`src/rtl/sample_stream_pkg.sv`:
```
// Shared types and constants for the sample stream arbiter and its helpers.
// State encoding is fixed so the FSM can be inspected in waveforms by value.
package sample_stream_pkg;

  typedef enum logic [1:0] {
    S_IDLE  = 2'd0,
    S_PASS  = 2'd1,
    S_FAULT = 2'd2
  } state_t;

  // Header word that acquisition peripherals place at the start of a packet.
  localparam logic [31:0] SAMPLE_TYPE = 32'h5350_0000;

  function automatic int unsigned wrapAdd(input int unsigned base,
                                          input int unsigned offset,
                                          input int unsigned modulus);
    return (base + offset) % modulus;
  endfunction

endpackage

```
`src/rtl/rr_priority_select.sv`:
```
// Combinational round-robin search: finds the first requester after the
// previous grant, wrapping around, with the previous grant itself last.
module rr_priority_select
  import sample_stream_pkg::*;
#(
  parameter int N_SOURCES = 4
) (
  input  logic [N_SOURCES-1:0]         i_req,
  input  logic [$clog2(N_SOURCES)-1:0] i_lastGrant,
  output logic                         o_found,
  output logic [$clog2(N_SOURCES)-1:0] o_index
);

  localparam int IW = $clog2(N_SOURCES);

  logic [IW-1:0] w_cand;

  // Walk from the farthest candidate to the nearest so the nearest hit wins.
  always_comb begin
    o_found = 1'b0;
    o_index = '0;
    w_cand  = '0;
    for (int k = N_SOURCES; k >= 1; k--) begin
      w_cand = IW'(wrapAdd(32'(i_lastGrant), 32'(k), 32'(N_SOURCES)));
      if (i_req[w_cand]) begin
        o_found = 1'b1;
        o_index = w_cand;
      end
    end
  end

endmodule

```
`src/rtl/sample_stream_arbiter.sv`:
```
// Merges whole AXI-stream packets from several sources round-robin into one
// output stream, cutting runaway packets at a length limit with a sticky fault.
module sample_stream_arbiter
  import sample_stream_pkg::*;
#(
  parameter int N_SOURCES            = 4,
  parameter int C_M_AXIS_TDATA_WIDTH = 32,
  parameter int MAX_PACKET_WORDS     = 16
) (
  input  logic                                   clk,
  input  logic                                   resetn,
  input  logic                                   run,
  input  logic [N_SOURCES-1:0]                   s_axis_tvalid,
  input  logic [N_SOURCES*C_M_AXIS_TDATA_WIDTH-1:0] s_axis_tdata,
  input  logic [N_SOURCES-1:0]                   s_axis_tlast,
  output logic [N_SOURCES-1:0]                   s_axis_tready,
  output logic                                   m_axis_tvalid,
  output logic [C_M_AXIS_TDATA_WIDTH-1:0]        m_axis_tdata,
  output logic                                   m_axis_tlast,
  output logic [C_M_AXIS_TDATA_WIDTH/8-1:0]      m_axis_tstrb,
  input  logic                                   m_axis_tready,
  output logic                                   busy,
  output logic                                   fault
);

  localparam int W  = C_M_AXIS_TDATA_WIDTH;
  localparam int IW = $clog2(N_SOURCES);
  localparam int CW = $clog2(MAX_PACKET_WORDS + 1);

  state_t          r_state;
  logic [IW-1:0]   r_grant;
  logic [IW-1:0]   r_lastGrant;
  logic [CW-1:0]   r_count;
  logic            r_mTvalid;
  logic [W-1:0]    r_mTdata;
  logic            r_mTlast;
  logic            r_busy;
  logic            r_fault;

  logic            w_reqFound;
  logic [IW-1:0]   w_reqIndex;
  logic            w_selValid;
  logic [W-1:0]    w_selData;
  logic            w_selLast;
  logic            w_srcReady;
  logic            w_accept;
  logic [CW-1:0]   w_countNext;
  logic            w_limitHit;

  rr_priority_select #(
    .N_SOURCES(N_SOURCES)
  ) u_select (
    .i_req      (s_axis_tvalid),
    .i_lastGrant(r_lastGrant),
    .o_found    (w_reqFound),
    .o_index    (w_reqIndex)
  );

  // The output register accepts a new word whenever it is empty or draining.
  assign w_selValid  = s_axis_tvalid[r_grant];
  assign w_selData   = s_axis_tdata[r_grant*W +: W];
  assign w_selLast   = s_axis_tlast[r_grant];
  assign w_srcReady  = (r_state == S_PASS) && (!r_mTvalid || m_axis_tready);
  assign w_accept    = w_srcReady && w_selValid;
  assign w_countNext = r_count + 1'b1;
  assign w_limitHit  = !w_selLast && (w_countNext == CW'(MAX_PACKET_WORDS));

  always_comb begin
    s_axis_tready          = '0;
    s_axis_tready[r_grant] = w_srcReady;
  end

  // Arbitration FSM and output register share one clocked process so that
  // the forced tlast and the fault flag land on the same edge as the word.
  always_ff @(posedge clk or negedge resetn) begin
    if (!resetn) begin
      r_state     <= S_IDLE;
      r_grant     <= '0;
      r_lastGrant <= IW'(N_SOURCES - 1);
      r_count     <= '0;
      r_mTvalid   <= 1'b0;
      r_mTdata    <= '0;
      r_mTlast    <= 1'b0;
      r_busy      <= 1'b0;
      r_fault     <= 1'b0;
    end else begin
      if (w_accept) begin
        r_mTvalid <= 1'b1;
        r_mTdata  <= w_selData;
        r_mTlast  <= w_selLast || w_limitHit;
      end else if (m_axis_tready && r_mTvalid) begin
        r_mTvalid <= 1'b0;
      end

      case (r_state)
        S_IDLE: begin
          if (run && w_reqFound) begin
            r_grant <= w_reqIndex;
            r_count <= '0;
            r_busy  <= 1'b1;
            r_state <= S_PASS;
          end
        end
        S_PASS: begin
          if (w_accept) begin
            r_count <= w_countNext;
            if (w_selLast) begin
              r_lastGrant <= r_grant;
              r_busy      <= 1'b0;
              r_state     <= S_IDLE;
            end else if (w_limitHit) begin
              r_fault <= 1'b1;
              r_busy  <= 1'b0;
              r_state <= S_FAULT;
            end
          end
        end
        S_FAULT: begin
          if (!run) begin
            r_state <= S_IDLE;
          end
        end
        default: begin
          r_busy  <= 1'b0;
          r_state <= S_FAULT;
        end
      endcase
    end
  end

  assign m_axis_tvalid = r_mTvalid;
  assign m_axis_tdata  = r_mTdata;
  assign m_axis_tlast  = r_mTlast;
  assign m_axis_tstrb  = '1;
  assign busy          = r_busy;
  assign fault         = r_fault;

endmodule

```
`config.mk`:
```
export PLATFORM = sky130hd
export DESIGN_NAME = sample_stream_arbiter
export DESIGN_NICKNAME = d
export VERILOG_FILES = /design/src/rtl/sample_stream_pkg.sv /design/src/rtl/rr_priority_select.sv /design/src/rtl/sample_stream_arbiter.sv
export SDC_FILE = /design/constraint.sdc
export NUM_CORES = 1
export LEC_CHECK = 0
export ABC_AREA = 1
export ABC_CLOCK_PERIOD_IN_PS = 1600
export BUFFER_PORTS_ARGS = -buffer_cell sky130_fd_sc_hd__buf_2
export CORE_ASPECT_RATIO = 0.8
export CORE_MARGIN = 8
export CORE_UTILIZATION = 25
export CTS_BUF_LIST = sky130_fd_sc_hd__clkbuf_4 sky130_fd_sc_hd__clkbuf_8
export DETAILED_ROUTE_END_ITERATION = 8
export PLACE_DENSITY = 0.55
export SYNTH_ARGS = -nofsm -noshare
export SYNTH_HDL_FRONTEND = slang
export SYNTH_SLANG_ARGS = --single-unit
```
`constraint.sdc`:
```
create_clock -name clk -period 1.6 [get_ports clk]
set_input_delay 0.32 -clock clk [delete_from_list [all_inputs] [get_ports clk]]
set_output_delay 0.32 -clock clk [all_outputs]
set_load 0.005 [all_outputs]
```
Yosys cells after proc, flatten, opt, wreduce, memory -nomap -nowiden
Index checks and enable logic that the tools add are counted.
{"block": "classes", "add_sub_neg": 5, "n_mul": 0, "div_mod_pow": 0, "magnitude_cmp": 6, "eq_ne": 7, "n_shift": 1, "muxes": 38, "bitwise": 3, "n_reduce_logical": 19}
{"operator": "indexed part select 128 x 8 -> 32 bit", "n": 1}
{"operator": "two-way mux 2 bit", "n": 9}
{"operator": "two-way mux 1 bit", "n": 17}
{"operator": "less-than comparator 2 x 3 -> 1 bit (second input constant)", "n": 5}
{"operator": "binary-select mux 1 bit (select 2 bit)", "n": 6}
{"operator": "AND reduction 4 bit", "n": 3}
{"operator": "two-way mux 5 bit", "n": 2}
{"operator": "one-hot mux 5 bit (2 select lines)", "n": 1}
{"operator": "logical AND 1 bit", "n": 6}
{"operator": "!= test 2 bit (second input constant)", "n": 3}
{"operator": "one-hot mux 2 bit (3 select lines)", "n": 1}
{"operator": "AND reduction 3 bit", "n": 2}
{"operator": "adder 5 x 1 -> 5 bit (second input constant)", "n": 1}
{"operator": "== test 5 bit (second input constant)", "n": 1}
{"operator": "adder 2 x 1 -> 2 bit (second input constant)", "n": 2}
{"operator": "adder 2 bit (second input constant)", "n": 2}
{"operator": "AND 4 bit", "n": 1}
{"operator": "nonzero test 2 bit", "n": 2}
{"operator": "!= test 3 bit (second input constant)", "n": 1}
{"operator": "one-hot mux 1 bit (3 select lines)", "n": 1}
{"operator": "demux 1 bit (select 2 bit)", "n": 1}
{"operator": "== test 2 x 1 -> 1 bit (second input constant)", "n": 1}
{"operator": "== test 2 bit (second input constant)", "n": 1}
{"operator": ">= comparator 2 x 1 -> 1 bit (second input constant)", "n": 1}
{"operator": "5 further kinds", "n": 8}
{"block": "totals", "register_bits": 47, "latch_bits": 0, "mem_bits_rw": 0, "rom_bits": 0, "input_bits": 140, "out_inout_bits": 44, "n_memories": 0}

Depth between registers and ports, before layout
Gate-level depths: netlist of run 1.
{"block": "depth", "ltp_word": 10, "mapped_depth": 12, "ltp_nobuf": 11}

Modules after synthesis
A second synthesis of run 1 with hierarchy kept.
{"block": "hier_totals", "hier_cells": 445, "area_unflattened_um2": 2999.1}
{"module": "sample_stream_arbiter", "instances": 1, "cells_per_inst": 394, "area_each_um2": 2752.6}
{"module": "rr_priority_select", "instances": 1, "cells_per_inst": 51, "area_each_um2": 246.5}

Worst setup path after synthesis of run 1
Ideal clock, no wire load.
{"block": "synth_path", "kind": "flip-flop to flip-flop", "startpoint": "register r_lastGrant[0]", "endpoint": "register r_count[2]", "arrival_ps": 1297, "t_required_ps": 1477, "slack_ps": 180, "stages_incl_launch_ff": 11, "path_buffers": 1, "synth_period_minus_slack_ps": 1420, "path_cell_list": "dfstp_2 -> buf_4 -> inv_2 -> nand2_1 -> nand2_1 -> nand3_1 -> nand3_2 -> nand2_2 -> inv_2 -> nand2_1 -> o31ai_2"}
{"block": "synth_via", "elab_chain_len": 10}
{"item": "from (decl)", "line": "sample_stream_arbiter.sv:32", "source": "logic [IW-1:0] r_lastGrant;"}
{"item": "from (signal assigned)", "line": "sample_stream_arbiter.sv:79", "source": "r_lastGrant <= IW'(N_SOURCES - 1);"}
{"item": "from (signal assigned)", "line": "sample_stream_arbiter.sv:108", "source": "r_lastGrant <= r_grant;"}
{"item": "adder 2 x 1 -> 2 bit", "line": "sample_stream_pkg.sv:17", "source": "return (base + offset) % modulus;"}
{"item": "binary-select mux 1 bit (select 2 bit)", "line": "rr_priority_select.sv:25", "source": "if (i_req[w_cand]) begin"}
{"item": "two-way mux 1 bit (not written as such)", "line": "rr_priority_select.sv:25"}
{"item": "two-way mux 1 bit (3 in a row)", "line": "rr_priority_select.sv:25"}
{"item": "two-way mux 1 bit (*)", "line": "rr_priority_select.sv:25"}
{"item": "logical AND 1 bit (*)", "line": "sample_stream_arbiter.sv:97", "source": "if (run && w_reqFound) begin"}
{"item": "!= test 2 bit (no source line) (*)"}
{"item": "AND reduction 3 bit (no source line) (*)"}
{"item": "to (signal assigned)", "line": "sample_stream_arbiter.sv:106", "source": "r_count <= w_countNext;"}
{"item": "to (decl)", "line": "sample_stream_arbiter.sv:33", "source": "logic [CW-1:0] r_count;"}
Every way passes the cells marked *; elsewhere a longest branch is shown, timed or not. The select of a mux whose other input is x is not followed.
A chain may end at the register's enable or synchronous reset.

Worst setup path after layout of run 1
{"block": "layout_path", "startpoint": "register r_state[1]", "endpoint": "output port s_axis_tready[1]"}
{"block": "layout_via", "elab_chain_len": 3}
{"item": "from (decl)", "line": "sample_stream_arbiter.sv:30", "source": "state_t r_state;"}
{"item": "from (signal assigned)", "line": "sample_stream_arbiter.sv:77", "source": "r_state <= S_IDLE;"}
{"item": "from (signal assigned)", "line": "sample_stream_arbiter.sv:101", "source": "r_state <= S_PASS;"}
{"item": "from (signal assigned)", "line": "sample_stream_arbiter.sv:110", "source": "r_state <= S_IDLE;"}
{"item": "== test 2 x 1 -> 1 bit", "line": "sample_stream_arbiter.sv:63", "source": "assign w_srcReady = (r_state == S_PASS) && (!r_mTvalid || m_axis_tready);"}
{"item": "logical AND 1 bit", "line": "sample_stream_arbiter.sv:63"}
{"item": "AND 4 bit (no source line)"}
{"item": "to (decl)", "line": "sample_stream_arbiter.sv:16", "source": "output logic [N_SOURCES-1:0] s_axis_tready,"}
Every way passes these cells.

==> results_dict.tcl, run 1 <==
set metrics [dict create \
    clkSlewWorstSetupHoldPaths_ps 100 \
    synthArstFlopShare_pct 100 \
    cp_data_required_time_ps 1280 \
    yosysWarnings 0 \
    drc 0 \
    drt_wl_total_um 13300 \
    ir_drop_v 0.000532 \
    clockBufferDepth 2 \
    p_leak_uw 0.00256 \
    rsz0062_at_grt "yes" \
    fin_crit_sh_pct 98.3 \
    wl_per_cell_um 15.5 \
    ys_seq_elements 47 \
    powerDensity_nw_per_um2 1850 \
    core_area_um2 12700 \
    clockRootBuffer "clkbuf_8" \
    die_h_um 117 \
    syn_area_um2 3210 \
    ant_nets 0 \
    netSwitchingFraction_pct 48.0 \
    syn_avg_cell_area_um2 6.55 \
    fill_cells 1394 \
    hold_viol 0 \
    start_util_pct 25.3 \
    grt_max_degree 49 \
    clock-sinks 47 \
    hold_class "primary input to flop" \
    drt_first_pass_iters 5 \
    die_w_um 143 \
    vias_per_cell 4.71 \
    syn_inst 491 \
    setup_viol 0 \
    portBuffers 179 \
    synth-compound-area-share_pct 2.65 \
    cp_top_family "flip-flops" \
    post-route-min-period_ps 1570 \
    crit_chain "inv_2 -> nand2_4 -> nor2_4 -> inv_4 -> nor3_4 -> buf_2" \
    cp-start-kind "flop" \
    p_seq_share_pct 24.8 \
    cp_num_buf_inv 3 \
    track_usage_pct 15.0 \
    synth_enable_flop_cells 0 \
    critical_path_arrival_ps 1250 \
    timing.fmax_ghz 0.636 \
    rows 37 \
    fin_skew_ps 11.2 \
    ys_seq_area_share_pct 36.7 \
    synthAdderAreaFrac_pct 0.389 \
    synth_top_family_by_area "simple AND/OR/NAND/NOR gates" \
    synth-xor-area-share_pct 0 \
    crit_fanout 4 \
    dp_hpwl_um 9940 \
    synth_top_area_share_pct 35.0 \
    numCtsBuffers 5 \
    insertion_delay_ps 300 \
    cts_tree "yes" \
    drive_gt1_share_pct 37.2 \
    placed_cell_area_um2 4320 \
    io_pins 184 \
    ys_top_cells_by_area "dfrtp_1, nand2_1, nand3_1" \
    ctsHtreeMaxLevel 2 \
    outcome "complete, no violations" \
    p_clk_share_pct 10.8 \
    antenna_found_initial 1 \
    power.switching_uw 4160 \
    synth_top_area_cell "dfrtp_1" \
    diodes 0 \
    hold_ws_ps 270 \
    maxCapViolCount 0 \
    area_growth_pct 45.6 \
    nNetsFinal 822 \
    dieArea_um2 16800 \
    yosys.area_share.simple_pct 50.6 \
    slowest_delay_ps 400 \
    grt_overflow 0 \
    dr_total_vias 4036 \
    gp_congestion 0.856 \
    critical_path_class "flop to output pin" \
    finish.instance_area_um2 4680 \
    slowest_stage "dfrtp_1" \
    drv_slew 0 \
    grt_pass1_wl_um 20500 \
    synth-main-ff-cell "dfrtp_1" \
    p_int_uw 4490 \
    drt_iter0_markers 319 \
    grt_pass1_vias 4195 \
    ys_types 28 \
    power_frac_comb_pct 64.4 \
    synth.area.mux_share_pct 0 \
    worst_setup_path_end_kind "output pin" \
]
-- metal layers --
layer / GRT usage, % / wire length (µm)
met2: 25.1 / 6280
met1: 18.5 / 5780
met3: 4.22 / 1050
met4: 3.71 / 182
met5: 0 / 10
-- power by group through the flow --
stage	Combinational, µW	Clock, µW	Sequential, µW
after floorplan	3300	0	2080
final	5570	937	2140
after global placement	4870	0	2170
after detailed placement	4990	0	2180
after CTS	5240	966	2130
after global routing	6250	1010	2220
-- final timing paths --
path / to / slack (ps) / startpoint / cells after the start
max in group asynchronous: r_lastGrant[0] / 780 / resetn / 3
min in group asynchronous: r_state[0] / 520 / resetn / 3
setup reg to reg: r_count[2] / 70 / r_lastGrant[0] / 9
hold / removal: m_axis_tvalid / 270 / m_axis_tready / 2
hold reg to reg: m_axis_tdata[31] / 490 / m_axis_tdata[31] / 2
setup / recovery: s_axis_tready[1] / 30 / r_state[1] / 6
-- per-stage QoR --
| step | worst slack [ps] | total power [µW] | util [%] | std cells | setup TNS [ps] |
|---|---|---|---|---|---|
| 4_1_cts | -21.4 | 8340 | 35.7 | 848 | -41.0 |
| 2_1_floorplan | 180 | 5380 | - | 494 | 0 |
| 6_report | 26.7 | 8650 | 36.9 | 857 | 0 |
| 3_5_place_dp | 44.7 | 7170 | 34.1 | 832 | 0 |
| 5_1_grt | -63.4 | 9470 | 36.9 | 857 | -201 |
| 3_3_place_gp | 88.3 | 7050 | 34.1 | 832 | 0 |
-- what timing repair did --
item | 4_1_cts | 5_1_grt
setup endpoints to repair | 4 | 48
setup buffers | 7 | 8
hold buffers | 1 | 0
cloned | 0 | 1
resized for setup | 10 | 19
endpoints found under the hold margin | 4 | 0
pin swaps | 1 | 1
-- Yosys cell counts, types with 2 or more instances --
cell	n
buf_1	4
buf_4	9
o21ai_0	4
nand2_2	2
a21oi_1	4
dfrtp_1	45
nor2_1	12
nand4_1	33
nand3_1	111
inv_1	16
buf_2	11
nand2_1	204
buf_6	5
inv_2	5
dfstp_2	2
clkbuf_1	9
nor3_1	4
-- state kept, by name (all words and copies together) (netlist names) --
signal	count
r_grant	2
m_axis_tvalid	1
m_axis_tdata	32
r_state	2
busy	1
fault	1
m_axis_tlast	1
r_count	5
r_lastGrant	2
-- cells by family after synthesis --
| family | after synthesis |
|---|---|
| other | 1 |
| and+or+nand+nor | 369 |
| adders and majority gates | 1 |
| buffers and inverters | 59 |
| AOI/OAI and AO/OA | 14 |
| DFF | 47 |
-- worst reg2reg max path, stage by stage, from the launching register on --
cell and delay (ps):
dfstp_2 600, inv_2 90, nand2_1 90, nand2_1 70, nand3_1 140, nand3_4 140
nand2_2 130, inv_2 50, nand2_1 70, o31ai_2 60
-- placed cells by master (no fill, tap or decap), drive strengths merged, types with 2 or more instances in the layout --
cell,instances
nand2,206
conb,4
dfrtp,45
o21ai,5
nand4,33
buf,216
dfstp,2
nor2,13
inv,21
nor3,4
clkbuf,7
a21oi,4
nand3,112
-- cell type report --
class / instances / area [µm²] / area share [%]
clock inverter: 2 / 35.0 / 0.749
sequential: 47 / 1180 / 25.2
clock buffer: 6 / 82.6 / 1.76
multi-input combinational: 388 / 1810 / 38.7
inverter: 21 / 83.8 / 1.79
timing repair buffer: 218 / 1270 / 27.1
tap: 175 / 219 / 4.68
(Power assumes the default switching activity.)
==> run 2: changes to the inputs <==
ABC_AREA = unset   (was 1)
CORE_UTILIZATION = 45   (was 25)
PLACE_DENSITY = 0.87   (was 0.55)
==> results_dict.tcl, run 2 <==
set metrics [dict create \
    synth.most_common_cell "dfrtp_1" \
    timing.fmax_ghz 0.576 \
    clockBufferDepth 2 \
    critical_path_class "flop to flop" \
    crit_chain "mux4_2 -> nand2_8 -> buf_12 -> mux2_4" \
    ir_drop_v 0.00103 \
    cp_top_family "multiplexers" \
    seqCellArea_um2 1180 \
    p_leak_uw 0.00222 \
    synth_top_family_by_area "multiplexers" \
    clockRootBuffer "clkbuf_8" \
    synthAdderAreaFrac_pct 0.416 \
    slowest_stage "mux4_2" \
    wl_met2_um 5210 \
    drt_first_pass_iters 4 \
    slowest_delay_ps 590 \
    hold_class "primary input to flop" \
    numCtsBuffers 5 \
    cp.depth 4 \
    track_usage_pct 19.5 \
    synth-compound-area-share_pct 4.24 \
    synth_top_area_share_pct 37.5 \
    area_growth_pct 46.4 \
    core_area_um2 6440 \
    crit_start "r_grant[0]" \
    ys_seq_elements 47 \
    wl_per_cell_um 19.9 \
    final_core_util_pct 68.4 \
    wl_met3_um 725 \
    portBuffers 179 \
    synth.area.mux_share_pct 42.6 \
    worst_slack_ps -135 \
    gp_congestion 0.846 \
    synth_enable_flop_cells 0 \
    drt_iter0_markers 108 \
    outcome "finished, violations left" \
    reg2regPathDepth 4 \
    drc 0 \
    syn_inst 196 \
    critical_path_arrival_ps 1910 \
    ys_types 40 \
    final_common_cell "buf_2" \
    synthArstFlopShare_pct 100 \
    drt_wl_total_um 9610 \
    hold_viol 0 \
    nNetsFinal 540 \
    die_h_um 89.1 \
    rr_startpoint "r_grant[0]" \
    grt_overflow 0 \
    wl_met1_um 3500 \
    diodes 0 \
    grt_pass1_vias 3083 \
    syn_avg_cell_area_um2 15.3 \
    syn_area_um2 3010 \
    violations "setup timing" \
    ctsHtreeMaxLevel 2 \
    cts_tree "yes" \
    cp-start-kind "flop" \
    setup_viol 46 \
    multiInputGateArea_um2 1730 \
    fill_cells 491 \
    vias_per_cell 5.26 \
    rsz0062_at_grt "yes" \
    grt_pass1_wl_um 14700 \
    ys_top_cells_by_area "dfrtp_1, mux4_2, mux2_4" \
    synth_common_cells "dfrtp_1, mux4_2, mux2_4" \
    drive_gt1_share_pct 76.0 \
    min_path_cells 3 \
    post-route-min-period_ps 1730 \
    dp_hpwl_um 7700 \
    ant_nets 0 \
    yosysWarnings 0 \
    clock-sinks 47 \
    worst_setup_path_end_kind "flop" \
    crit_fanout 12 \
    die_w_um 107 \
    drv_slew 0 \
    hp-start "run" \
    maxCapViolCount 0 \
    synth-main-ff-cell "dfrtp_1" \
    synth_top_area_cell "dfrtp_1" \
    rows 26 \
    top_layer_used "met4" \
    cp_num_buf_inv 1 \
    yosys.area_share.simple_pct 6.66 \
    antenna_found_initial 0 \
    final.setup.tns_ps -4580 \
    fin_crit_sh_pct 108 \
    fin_skew_ps 8.53 \
    ys_seq_area_share_pct 39.2 \
    cp_data_required_time_ps 1780 \
    largest_register_ffs 32 \
    grt_max_degree 29 \
    insertion_delay_ps 290 \
    start_util_pct 46.7 \
    dieArea_um2 9570 \
    hold_ws_ps 289 \
    clkSlewWorstSetupHoldPaths_ps 90 \
    powerDensity_nw_per_um2 1810 \
    synth-xor-area-share_pct 0.583 \
    layout_common_cells "buf_2, dfrtp_1, mux4_2" \
    io_pins 184 \
    dr_total_vias 2544 \
]
## run 2: cell count changes after synthesis, sizes merged, moves of 3 or more
| cell | change |
|---|---|
| nor2 | -10 |
| nor3b | +3 |
| nand2 | -199 |
| inv | -17 |
| nand2b | +5 |
| nand4 | -33 |
| mux4 | +34 |
| clkbuf | -5 |
| nand3 | -106 |
| mux2 | +34 |
| buf | -15 |
| o21ai | +3 |
## run 2: power breakdown
group | internal (µW) | switching [µW] | total, µW
registers | 1800 | 425 | 2220
logic | 3140 | 1890 | 5030
clock network | 341 | 383 | 724
total | 5280 | 2700 | 7980
## run 2: cells by family after synthesis
family | after synthesis
fa+ha+maj | 1
other cells | 1
compound gates | 19
mux | 70
xor+xnor | 2
simple gates | 34
buf+inv | 22
flops | 47
## run 2: what timing repair did
action                                  4_1_cts  5_1_grt
pin swaps                                     2        1
hold endpoints to repair                     17        0
buffers inserted                              4        2
hold buffers                                  1        0
cloned                                        0        1
gates resized for setup                      10       10
endpoints found under the setup margin       45       48
## run 2: tightest hold or removal path, cell delays in order
cell and delay [ps]:
buf_2 90, o21ai_0 60, nand2b_1 80
## run 2: path summary, 6_finish.rpt
path | to | slack [ps]
max | m_axis_tdata[22] | -130
min | r_state[1] | 290
max reg2reg | m_axis_tdata[22] | -130
min reg2reg | m_axis_tlast | 490
max in group asynchronous | r_grant[1] | 560
min in group asynchronous | m_axis_tdata[1] | 520
## run 2: layout make-up
type	count	share of cell area [%]
multi-input cells	130	39.2
repair buffers	211	29.2
flip-flops and latches	47	26.8
well taps	84	2.39
clock buffers	7	1.90
inverters	4	0.341
clock inverters	1	0.114
## run 2: routing by layer
layer,vias up,GRT usage [%]
li1,1155,-
met5,-,0
met1,1260,19.8
met4,0,6.03
met3,15,6.27
met2,114,37.5
## run 2: per-stage QoR
stage / worst slack [ps] / std cells / instance area (µm²) / total power [µW]
6_report: -135 / 484 / 4400 / 7980
2_1_floorplan: -73.7 / 199 / 3030 / 5400
3_5_place_dp: -115 / 468 / 4140 / 6870
5_1_grt: -177 / 484 / 4400 / 8500
4_1_cts: -97.4 / 481 / 4300 / 7760
3_3_place_gp: -70.9 / 468 / 4140 / 6670
==> run 3: changes to the inputs <==
CORE_UTILIZATION = 34   (was 45)
CTS_CLUSTER_DIAMETER = 80   (was unset)
PLACE_DENSITY = 0.7   (was 0.87)
SLEW_MARGIN = 20   (was unset)
==> results_dict.tcl, run 3 (synthesis gave the netlist of run 2 again) <==
set metrics [dict create \
    grt_pass1_wl_um 15300 \
    drt_wl_total_um 9960 \
    start_util_pct 35.3 \
    io_pins 184 \
    hold_class "primary input to flop" \
    rr_startpoint "r_grant[0]" \
    dieArea_um2 12100 \
    core_area_um2 8520 \
    largest_register_ffs 32 \
    powerDensity_nw_per_um2 1860 \
    fin_total_pwr_uw 8470 \
    portBuffers 179 \
    crit_start "r_grant[0]" \
    vias_per_cell 5.04 \
    clkSlewWorstSetupHoldPaths_ps 90 \
    crit_fanout 7 \
    dr_total_vias 2609 \
    rrSetupSlack_ps -180 \
    worst_slack_ps -175 \
    critical_path_class "flop to flop" \
    ctsHtreeMaxLevel 2 \
    violations "setup timing" \
    maxCapViolCount 0 \
    clockRootBuffer "clkbuf_8" \
    diodes 0 \
    reg2regPathDepth 4 \
    cp_num_buf_inv 1 \
    drt_first_pass_iters 4 \
    post-route-min-period_ps 1780 \
    fin_crit_sh_pct 111 \
    grt_overflow 0 \
    ir_drop_v 0.000824 \
    die_h_um 100 \
    crit_end "m_axis_tdata[16]" \
    p_leak_uw 0.00227 \
    hp-start "run" \
    grt_pass1_vias 3017 \
    ant_nets 0 \
    final.setup.tns_ps -6250 \
    crit_chain "mux4_2 -> nand2_8 -> clkbuf_16 -> mux2_4" \
    die_w_um 121 \
    gp_congestion 0.807 \
    worst_pin_slew_ps 566 \
    slowest_delay_ps 590 \
    final_common_cell "buf_2" \
    nNetsFinal 546 \
    rsz0062_at_grt "yes" \
    antenna_found_initial 0 \
    hold_viol 0 \
    drt_iter0_markers 104 \
    setup_viol 47 \
    clockBufferDepth 2 \
    critical_path_arrival_ps 1960 \
    drive_gt1_share_pct 76.6 \
    worst_setup_path_end_kind "flop" \
    drc 0 \
    rr_endpoint "m_axis_tdata[16]" \
    pre_cts_slack_ps -149 \
    cp_data_required_time_ps 1780 \
    fin_skew_ps 6.31 \
    outcome "finished, violations left" \
    insertion_delay_ps 290 \
    cp.depth 4 \
    wl_per_cell_um 19.2 \
    layout_common_cells "buf_2, dfrtp_1, mux4_2" \
    track_usage_pct 15.8 \
    cp-start-kind "flop" \
    dp_hpwl_um 7930 \
    grt_max_degree 48 \
    slowest_stage "mux4_2" \
    clock-sinks 47 \
    relSlewSlack_pct 61.7 \
    timing.fmax_ghz 0.563 \
    drv_slew 0 \
    numCtsBuffers 5 \
    area_growth_pct 51.6 \
    rows 30 \
    cp_top_family "multiplexers" \
    cts_tree "yes" \
]
run 3: changes by cell type in the layout (fill, tap and decap cells not counted), sizes merged:
| cell | previous run | this run |
|---|---|---|
| bufinv | 0 | 2 |
| buf | 209 | 214 |
| clkinvlp | 0 | 1 |
| clkinv | 1 | 0 |
| clkbuf | 8 | 7 |
run 3: cell type report:
type | instances | area (µm²)
multi-input combinational | 130 | 1740
inverter | 4 | 15.0
sequential | 47 | 1180
fill | 749 | 3960
tap | 112 | 140
timing repair buffer | 217 | 1350
clock buffer | 5 | 68.8
clock inverter | 3 | 67.6
run 3: how the worst min path moves through the flow:
stage / end / slack (ps) / cells past startpoint
after floorplan: busy / 20 / 0
after detailed placement: r_grant[1] / 330 / 2
after global placement: m_axis_tvalid / 320 / 2
after global routing: r_state[1] / 330 / 3
after CTS: r_state[1] / 300 / 3
final: r_state[1] / 320 / 3
run 3: stage by stage:
| stage | hold slack [ps] | utilization [%] | cell area (µm²) | std cells |
|---|---|---|---|---|
| 4_1_cts | 300 | 52.2 | 4450 | 514 |
| 5_1_grt | 327 | 53.5 | 4560 | 518 |
| 3_3_place_gp | 325 | 48.9 | 4170 | 500 |
| 6_report | 319 | 53.5 | 4560 | 518 |
| 2_1_floorplan | 24.4 | - | 3030 | 199 |
| 3_5_place_dp | 327 | 48.9 | 4170 | 500 |
run 3: tightest hold or removal path, cell delays in order:
cell	delay (ps)
buf_2	110
o21ai_0	70
nand2b_1	80
run 3: per-layer routing:
layer / vias up / track usage (%) / wire length (µm)
met4: 0 / 3.78 / 47
met5: - / 0 / 0
met1: 1312 / 18.2 / 4040
met2: 121 / 28.0 / 5060
met3: 2 / 4.71 / 806
li1: 1174 / - / -
run 3: where the power goes:
| part | switching (µW) | internal [µW] | leakage (µW) | total (µW) |
|---|---|---|---|---|
| combinational | 1980 | 3260 | 0.00165 | 5240 |
| sequential | 399 | 1790 | 0.000557 | 2190 |
| clock | 413 | 623 | 0.0000644 | 1040 |
run 3: timing repair:
item	CTS	global route
hold buffers	1	0
endpoints found under the hold margin	9	0
pin swaps	2	5
cloned	1	2
setup endpoints to repair	47	48
resized for setup	22	11
setup buffers	5	2
